**src/rtl/sp_ram_arbiter_if.sv**
```systemverilog
// Bundle of the two master command/response channels and the single-port RAM pins
// shared by sp_ram_arbiter, its masters and the RAM.
interface sp_ram_arbiter_if #(
  parameter int unsigned WIDTH = 8,
  parameter int unsigned AW    = 3
);
  logic             req0_valid;
  logic             req0_ready;
  logic             req0_we;
  logic [AW-1:0]    req0_addr;
  logic [WIDTH-1:0] req0_wdata;
  logic             rsp0_valid;
  logic [WIDTH-1:0] rsp0_rdata;

  logic             req1_valid;
  logic             req1_ready;
  logic             req1_we;
  logic [AW-1:0]    req1_addr;
  logic [WIDTH-1:0] req1_wdata;
  logic             rsp1_valid;
  logic [WIDTH-1:0] rsp1_rdata;

  logic             ram_ena;
  logic             ram_wea;
  logic [AW-1:0]    ram_addr;
  logic [WIDTH-1:0] ram_din;
  logic [WIDTH-1:0] ram_dout;

  // Arbiter side
  modport slave (
    input  req0_valid, req0_we, req0_addr, req0_wdata,
    output req0_ready, rsp0_valid, rsp0_rdata,
    input  req1_valid, req1_we, req1_addr, req1_wdata,
    output req1_ready, rsp1_valid, rsp1_rdata,
    output ram_ena, ram_wea, ram_addr, ram_din,
    input  ram_dout
  );

  // Requesting masters side
  modport master (
    output req0_valid, req0_we, req0_addr, req0_wdata,
    input  req0_ready, rsp0_valid, rsp0_rdata,
    output req1_valid, req1_we, req1_addr, req1_wdata,
    input  req1_ready, rsp1_valid, rsp1_rdata
  );

  // Single-port RAM side
  modport ram (
    input  ram_ena, ram_wea, ram_addr, ram_din,
    output ram_dout
  );
endinterface

```
**src/rtl/sp_ram_arbiter.sv**
```systemverilog
// Two-master arbiter in front of a single-port RAM with a 3-cycle read response.
// Define SP_RAM_ARB_RR_EN for round-robin contention; otherwise master 0 has fixed priority.
module sp_ram_arbiter #(
  parameter int unsigned WIDTH = 8,
  parameter int unsigned DEPTH = 8
) (
  input logic            clk,
  input logic            rst,
  sp_ram_arbiter_if.slave bus
);

  localparam int unsigned AW = (DEPTH > 1) ? $clog2(DEPTH) : 1;

  typedef enum logic {
    ST_IDLE = 1'b0,
    ST_BUSY = 1'b1
  } stage_e;

  logic             grant0_c;
  logic             grant1_c;

  logic             last_q,  last_d;
  logic             ena_q,   ena_d;
  logic             wea_q,   wea_d;
  logic [AW-1:0]    addr_q,  addr_d;
  logic [WIDTH-1:0] din_q,   din_d;

  stage_e           rd1_q,   rd1_d;
  logic             tag1_q,  tag1_d;
  stage_e           rd2_q,   rd2_d;
  logic             tag2_q,  tag2_d;

  logic             rsp0_v_q, rsp0_v_d;
  logic             rsp1_v_q, rsp1_v_d;
  logic [WIDTH-1:0] rsp0_d_q, rsp0_d_d;
  logic [WIDTH-1:0] rsp1_d_q, rsp1_d_d;

  // Grant selection; readys are held low throughout reset
  always_comb begin
    grant0_c = 1'b0;
    grant1_c = 1'b0;
    if (!rst) begin
      if (bus.req0_valid && bus.req1_valid) begin
`ifdef SP_RAM_ARB_RR_EN
        grant0_c = last_q;
        grant1_c = !last_q;
`else
        grant0_c = 1'b1;
`endif
      end else begin
        grant0_c = bus.req0_valid;
        grant1_c = bus.req1_valid;
      end
    end
  end

  assign bus.req0_ready = grant0_c;
  assign bus.req1_ready = grant1_c;

  // Command stage, read-tag pipeline and response capture
  always_comb begin
    last_d   = last_q;
    ena_d    = 1'b0;
    wea_d    = 1'b0;
    addr_d   = addr_q;
    din_d    = din_q;
    rd1_d    = ST_IDLE;
    tag1_d   = tag1_q;
    rd2_d    = rd1_q;
    tag2_d   = tag1_q;
    rsp0_v_d = 1'b0;
    rsp1_v_d = 1'b0;
    rsp0_d_d = rsp0_d_q;
    rsp1_d_d = rsp1_d_q;

    if (grant0_c) begin
      last_d = 1'b0;
      ena_d  = 1'b1;
      wea_d  = bus.req0_we;
      addr_d = bus.req0_addr;
      din_d  = bus.req0_wdata;
      if (!bus.req0_we) begin
        rd1_d  = ST_BUSY;
        tag1_d = 1'b0;
      end
    end else if (grant1_c) begin
      last_d = 1'b1;
      ena_d  = 1'b1;
      wea_d  = bus.req1_we;
      addr_d = bus.req1_addr;
      din_d  = bus.req1_wdata;
      if (!bus.req1_we) begin
        rd1_d  = ST_BUSY;
        tag1_d = 1'b1;
      end
    end

    // RAM output is valid while the second stage holds the read
    if (rd2_q == ST_BUSY) begin
      if (tag2_q) begin
        rsp1_v_d = 1'b1;
        rsp1_d_d = bus.ram_dout;
      end else begin
        rsp0_v_d = 1'b1;
        rsp0_d_d = bus.ram_dout;
      end
    end
  end

  always_ff @(posedge clk or posedge rst) begin
    if (rst) begin
      last_q   <= 1'b1;
      ena_q    <= 1'b0;
      wea_q    <= 1'b0;
      addr_q   <= '0;
      din_q    <= '0;
      rd1_q    <= ST_IDLE;
      tag1_q   <= 1'b0;
      rd2_q    <= ST_IDLE;
      tag2_q   <= 1'b0;
      rsp0_v_q <= 1'b0;
      rsp1_v_q <= 1'b0;
      rsp0_d_q <= '0;
      rsp1_d_q <= '0;
    end else begin
      last_q   <= last_d;
      ena_q    <= ena_d;
      wea_q    <= wea_d;
      addr_q   <= addr_d;
      din_q    <= din_d;
      rd1_q    <= rd1_d;
      tag1_q   <= tag1_d;
      rd2_q    <= rd2_d;
      tag2_q   <= tag2_d;
      rsp0_v_q <= rsp0_v_d;
      rsp1_v_q <= rsp1_v_d;
      rsp0_d_q <= rsp0_d_d;
      rsp1_d_q <= rsp1_d_d;
    end
  end

  assign bus.ram_ena    = ena_q;
  assign bus.ram_wea    = wea_q;
  assign bus.ram_addr   = addr_q;
  assign bus.ram_din    = din_q;
  assign bus.rsp0_valid = rsp0_v_q;
  assign bus.rsp0_rdata = rsp0_d_q;
  assign bus.rsp1_valid = rsp1_v_q;
  assign bus.rsp1_rdata = rsp1_d_q;

endmodule

```
**src/flat_wrapper.sv**
```systemverilog
// flat-port wrapper written by rule: the top's interface ports become plain ports
module sp_ram_arbiter_flat 
#(
  parameter int unsigned WIDTH = 8,
  parameter int unsigned DEPTH = 8
)
  (clk, rst, bus_req0_valid, bus_req0_we, bus_req0_addr, bus_req0_wdata, bus_req0_ready, bus_rsp0_valid, bus_rsp0_rdata, bus_req1_valid, bus_req1_we, bus_req1_addr, bus_req1_wdata, bus_req1_ready, bus_rsp1_valid, bus_rsp1_rdata, bus_ram_ena, bus_ram_wea, bus_ram_addr, bus_ram_din, bus_ram_dout);
  sp_ram_arbiter_if #(.WIDTH(WIDTH)) bus_i ();
  input logic clk;
  input logic rst;
  input wire logic [$bits(bus_i.req0_valid)-1:0] bus_req0_valid;
  input wire logic [$bits(bus_i.req0_we)-1:0] bus_req0_we;
  input wire logic [$bits(bus_i.req0_addr)-1:0] bus_req0_addr;
  input wire logic [$bits(bus_i.req0_wdata)-1:0] bus_req0_wdata;
  output wire logic [$bits(bus_i.req0_ready)-1:0] bus_req0_ready;
  output wire logic [$bits(bus_i.rsp0_valid)-1:0] bus_rsp0_valid;
  output wire logic [$bits(bus_i.rsp0_rdata)-1:0] bus_rsp0_rdata;
  input wire logic [$bits(bus_i.req1_valid)-1:0] bus_req1_valid;
  input wire logic [$bits(bus_i.req1_we)-1:0] bus_req1_we;
  input wire logic [$bits(bus_i.req1_addr)-1:0] bus_req1_addr;
  input wire logic [$bits(bus_i.req1_wdata)-1:0] bus_req1_wdata;
  output wire logic [$bits(bus_i.req1_ready)-1:0] bus_req1_ready;
  output wire logic [$bits(bus_i.rsp1_valid)-1:0] bus_rsp1_valid;
  output wire logic [$bits(bus_i.rsp1_rdata)-1:0] bus_rsp1_rdata;
  output wire logic [$bits(bus_i.ram_ena)-1:0] bus_ram_ena;
  output wire logic [$bits(bus_i.ram_wea)-1:0] bus_ram_wea;
  output wire logic [$bits(bus_i.ram_addr)-1:0] bus_ram_addr;
  output wire logic [$bits(bus_i.ram_din)-1:0] bus_ram_din;
  input wire logic [$bits(bus_i.ram_dout)-1:0] bus_ram_dout;
  assign bus_i.req0_valid = bus_req0_valid;
  assign bus_i.req0_we = bus_req0_we;
  assign bus_i.req0_addr = bus_req0_addr;
  assign bus_i.req0_wdata = bus_req0_wdata;
  assign bus_req0_ready = bus_i.req0_ready;
  assign bus_rsp0_valid = bus_i.rsp0_valid;
  assign bus_rsp0_rdata = bus_i.rsp0_rdata;
  assign bus_i.req1_valid = bus_req1_valid;
  assign bus_i.req1_we = bus_req1_we;
  assign bus_i.req1_addr = bus_req1_addr;
  assign bus_i.req1_wdata = bus_req1_wdata;
  assign bus_req1_ready = bus_i.req1_ready;
  assign bus_rsp1_valid = bus_i.rsp1_valid;
  assign bus_rsp1_rdata = bus_i.rsp1_rdata;
  assign bus_ram_ena = bus_i.ram_ena;
  assign bus_ram_wea = bus_i.ram_wea;
  assign bus_ram_addr = bus_i.ram_addr;
  assign bus_ram_din = bus_i.ram_din;
  assign bus_i.ram_dout = bus_ram_dout;
  sp_ram_arbiter #(.WIDTH(WIDTH), .DEPTH(DEPTH)) u_core (.clk(clk), .rst(rst), .bus(bus_i));
endmodule
```
**config.mk**
```make
export PLATFORM = sky130hd
export DESIGN_NAME = sp_ram_arbiter_flat
export DESIGN_NICKNAME = d
export VERILOG_FILES = /design/src/rtl/sp_ram_arbiter_if.sv /design/src/rtl/sp_ram_arbiter.sv /design/src/flat_wrapper.sv
export SDC_FILE = /design/constraint.sdc
export NUM_CORES = 1
export LEC_CHECK = 0
export CAP_MARGIN = 20
export CELL_PAD_IN_SITES_DETAIL_PLACEMENT = 0
export CELL_PAD_IN_SITES_GLOBAL_PLACEMENT = 2
export CORE_UTILIZATION = 26
export CTS_CLUSTER_DIAMETER = 200
export DETAILED_ROUTE_END_ITERATION = 10
export PLACE_DENSITY_LB_ADDON = 0.05
export SKIP_LAST_GASP = 1
export SLEW_MARGIN = 20
export SYNTH_ARGS = -nofsm -noshare
export SYNTH_HDL_FRONTEND = slang
export SYNTH_SLANG_ARGS = --single-unit
```
**constraint.sdc**
```tcl
create_clock -name clk -period 2.7 [get_ports clk]
set_input_delay 0.27 -clock clk [delete_from_list [all_inputs] [get_ports clk]]
set_output_delay 0.27 -clock clk [all_outputs]
set_load 0.1 [all_outputs]
```
# Word-level counts from Yosys, hierarchy flattened
# Index checks and enable logic that the tools add are counted.
[classes] n_bitwise=1 muxes=24 n_eq_ne=2 n_reduce_logical=5
[ops] operator="1-bit two-way mux" n=20
[ops] operator="8-bit two-way mux" n=2
[ops] operator="3-bit two-way mux" n=2
[ops] operator="2-bit inequality test (second input constant)" n=2
[ops] operator="2-bit AND reduction" n=2
[ops] operator="3-bit AND reduction" n=1
[ops] operator="2-bit nonzero test" n=1
[ops] operator="1-bit logical AND" n=1
[ops] operator="1-bit NOT" n=1
[totals] out_inout_bits=33 ff_bits=35 in_bits=36

# Depth between registers and ports, before layout
[depth] depth_word=5 depth_mapped=5

# Least setup slack after synthesis
# No wires, ideal clock.
[synth_path] kind="input port to output port" from="in rst" to="out bus_req1_ready" t_arrival_ns=1.826 stages=3 n_path_buf=1 path_slack_ns=0.604 required_ns=2.430 path_cell_list="nand2b_1 > clkbuf_1 > nor2_1"
[synth_between] elab_chain_len=1
[synth_lines] element="start: declaration" line="flat_wrapper.sv:10" text="input logic rst;"
[synth_lines] element="1-bit two-way mux" line="sp_ram_arbiter.sv:42" text="if (!rst) begin"
[synth_lines] element="end: declaration" line="flat_wrapper.sv:22" text="output wire logic [$bits(bus_i.req1_ready)-1:0] bus_req1_ready;"
# Every way passes these cells.

# Worst setup path after layout
[layout_path] from="in rst" to="out bus_req0_ready"
[layout_between] elab_chain_len=1
[layout_lines] element="1-bit two-way mux" line="sp_ram_arbiter.sv:42"
[layout_lines] element="end: declaration" line="flat_wrapper.sv:15" text="output wire logic [$bits(bus_i.req0_ready)-1:0] bus_req0_ready;"
# Every way passes these cells.

==> impl_results.md <==
* Post-DP Area at 2100 µm²
* Initial Util at 27.3%
* Top delay family on crit path: buffers and inverters
* First-pass GRT wire length at 5100 µm
* Max-Cap Viols at 0
* Crit Path Max Fanout at 12
* Largest net degree at the start of global routing at 27
* Initial antenna violation count at 0
* Multi-input gate area at 482 µm²
* Worst min-delay path category: flop to flop
* Die area at between 5000 and 6000 µm²
* Pwr Density at 963 nW/µm²
* Yosys top cell by area: dfrtp_1
* Commonest cells post-synth: dfrtp_1 (35), mux2_2 (13), nor2_1 (11)
* Slowest-stage cell, CP: clkdlybuf4s50_1
* Slowest stage delay, CP at a little under 600 ps
* Peak supply drop at 0.000540 V
* Port bufs at 68
* Gr ovfl total at 0
* Final period utilization at 72.2%
* NumNets Final at 214
* Total Wirelength at between 3000 and 4000 µm
* Die W at ~76 µm
* Leak Pwr at ~0.95 nW
* CP Class: input port to primary output
* Max clock buf depth at 2
* Worst Path Buf+Inv at 3
* Placer Congestion at 0.636
* H-tree Lvls at 2
* Worst Path Required at 2430 ps
* Data arrival, critical path at between 1500 and 2000 ps
* Number of cell rows at 26
* CTS tree: done
* Final instance area at roughly 2200 µm²
* FILL cells at roughly 490
* # IOs at 69
* Num CTS Buffers at 5
* Sequential fraction of the synthesis area at 62.1%
* Hold buffers post-CTS at 0
* Syn avg cell area at between 10 and 15 µm²
* DRC viols at 0
* Setup bufs post-CTS at 0
* N_diodes at 0
* Setup crit end kind: primary output
* Register area at roughly 900 µm²
* Final hold viol count at 0
* Minimum clock period at 1950 ps
* Post-synth EDFFs at 0
* Fraction of layout cells with a size suffix above 1 at 32.0%
* Peak Freq at 513 MHz
* Final setup violation count at 0
* Vias in the first global route at ~1100
* Vias/cell at about 4.5
* Average wire per cell in the routed design at 13.4 µm
* Top-count cell post-synth: dfrtp_1
* Clock tree root driver cell: clkbuf_8
* Die H at approximately 76 µm
* Startpoint Class: input port
* Status: complete, no violations
* Syn Std Cell Area at around 1400 µm²
* CORE AREA at roughly 5200 µm²
* Post-CTS sizing at 0
* FF+latch count, synth at 35
* Routed Antenna Nets at 0
* Syn-to-layout area delta at 54.9%
* RSZ-0062 raised after global routing: false
* Drt first-iter violations at 38
* Tightest Pin Transition at roughly 770 ps
* Synth top area share at between 60% and 70%
* Yosys warns at 0
* Clock sinks at 35
* Library cells used by synthesis at 22
* Total Routing Usage GR at about an eighth
* Total number of vias at 1127
* Pre-antenna DRT Iters at 4
* HPWL Detailed at 2450 µm
* TNS Setup at 0 ps
* CP cell instances: clkdlybuf4s50_1, nand2b_1, inv_1, buf_12
* Worst-path clk slew at 70 ps
* Syn_nets at 143
* Top cells by area, synth: dfrtp_1 (62%), mux2_2 (10%), o32ai_1 (4.3%), o221a_1 (3.2%), o22ai_1 (3.1%)
* Slew headroom at around 48%
* Pins over their slew limit at 0
* Async set-reset flop share out of synthesis at 100%
* Primary FF master, synth: dfrtp_1
* Gate Count Post-Synth at roughly 110
* Worst clock skew at 5.23 ps
* Worst-Skew Late Latency at 280 ps
cell usage in the layout (no fill, tap or decap), drive strengths merged:
| master | instances |
|---|---|
| a21oi | 2 |
| a2bb2oi | 1 |
| and2 | 1 |
| buf | 35 |
| clkbuf | 6 |
| clkdlybuf4s50 | 35 |
| clkinv | 1 |
| dfrtp | 35 |
| inv | 4 |
| mux2 | 16 |
| nand2 | 2 |
| nand2b | 2 |
| nand3b | 5 |
| nor2 | 11 |
| nor2b | 1 |
| nor3b | 1 |
| o21ai | 1 |
| o221a | 4 |
| o22ai | 7 |
| o32ai | 7 |
| or2 | 1 |
path summary, 6_finish.rpt:
| kind | start | endpoint | slack (ps) | depth (start not counted) |
|---|---|---|---|---|
| min in group asynchronous | rst | u_core.bus.ram_din[1] | 500 | 2 |
| worst max-delay path | rst | bus_req0_ready | 750 | 4 |
| worst min register to register | u_core.rd1_q | u_core.rd2_q | 360 | 0 |
| max in group asynchronous | rst | u_core.bus.ram_din[6] | 1570 | 3 |
| worst min-delay path | u_core.rd1_q | u_core.rd2_q | 360 | 0 |
| worst max register to register | u_core.tag2_q | u_core.bus.rsp0_rdata[1] | 1190 | 2 |
stage by stage:
stage               hold WS, ps  power [W]  std cells  worst slack (ps)  util (%)
detailed placement          341    0.00175        241               750      40.6
finish                      356    0.00210        248               750      42.3
global route                367    0.00220        248               664      42.3
CTS                         362    0.00213        248               735      42.3
global placement            332    0.00174        241               747      40.6
floorplan                   258    0.00149        107               604         -
worst reg2reg max path: cells and delay by family, from the launching register on:
kind	cells	cell delay (ps)
mux	1	410
simple gates	1	610
flops	1	380
where the power goes:
part	leakage, nW	internal, W	total [W]	switching [W]
combinational	0.483	0.000243	0.00106	0.000816
clock	0.0470	0.000200	0.000373	0.000173
sequential	0.416	0.000621	0.000673	0.0000527
total	0.947	0.00106	0.00210	0.00104
cell families (layout without fill, tap and decap cells):
| family | count (synthesis) | in the layout | share of synthesized area [%] |
|---|---|---|---|
| and+or+nand+nor | 24 | 24 | 9.04 |
| DFF | 35 | 35 | 62.1 |
| AOI/OAI and AO/OA | 22 | 22 | 12.3 |
| muxes | 16 | 16 | 12.8 |
| buffers and inverters | 10 | 81 | 3.81 |
registers in the layout, summed over array words and instances (netlist names):
name	count
u_core.bus.ram_din	8
u_core.bus.rsp0_rdata	8
u_core.bus.rsp1_rdata	8
u_core.bus.ram_addr	3
u_core.bus.ram_ena	1
u_core.bus.ram_wea	1
u_core.bus.rsp0_valid	1
u_core.bus.rsp1_valid	1
u_core.rd1_q	1
u_core.rd2_q	1
u_core.tag1_q	1
u_core.tag2_q	1
routing by layer:
layer | wire (µm) | vias up | GRT usage [%]
met5 | 0 | - | 0
met4 | 22 | 0 | 5.76
met3 | 241 | 2 | 4.50
met2 | 1680 | 45 | 20.6
met1 | 1390 | 547 | 14.7
li1 | - | 533 | -
area by class of cell:
| class | instances | share of cell area (%) |
|---|---|---|
| Clock buffer | 6 | 3.78 |
| Clock inverter | 1 | 0.229 |
| Inverter | 4 | 0.687 |
| Multi-Input combinational cell | 62 | 22.0 |
| Sequential cell | 35 | 40.1 |
| Tap cell | 70 | 4.01 |
| Timing Repair Buffer | 70 | 29.2 |
No activity file was read; power rests on OpenSTA's default activity.
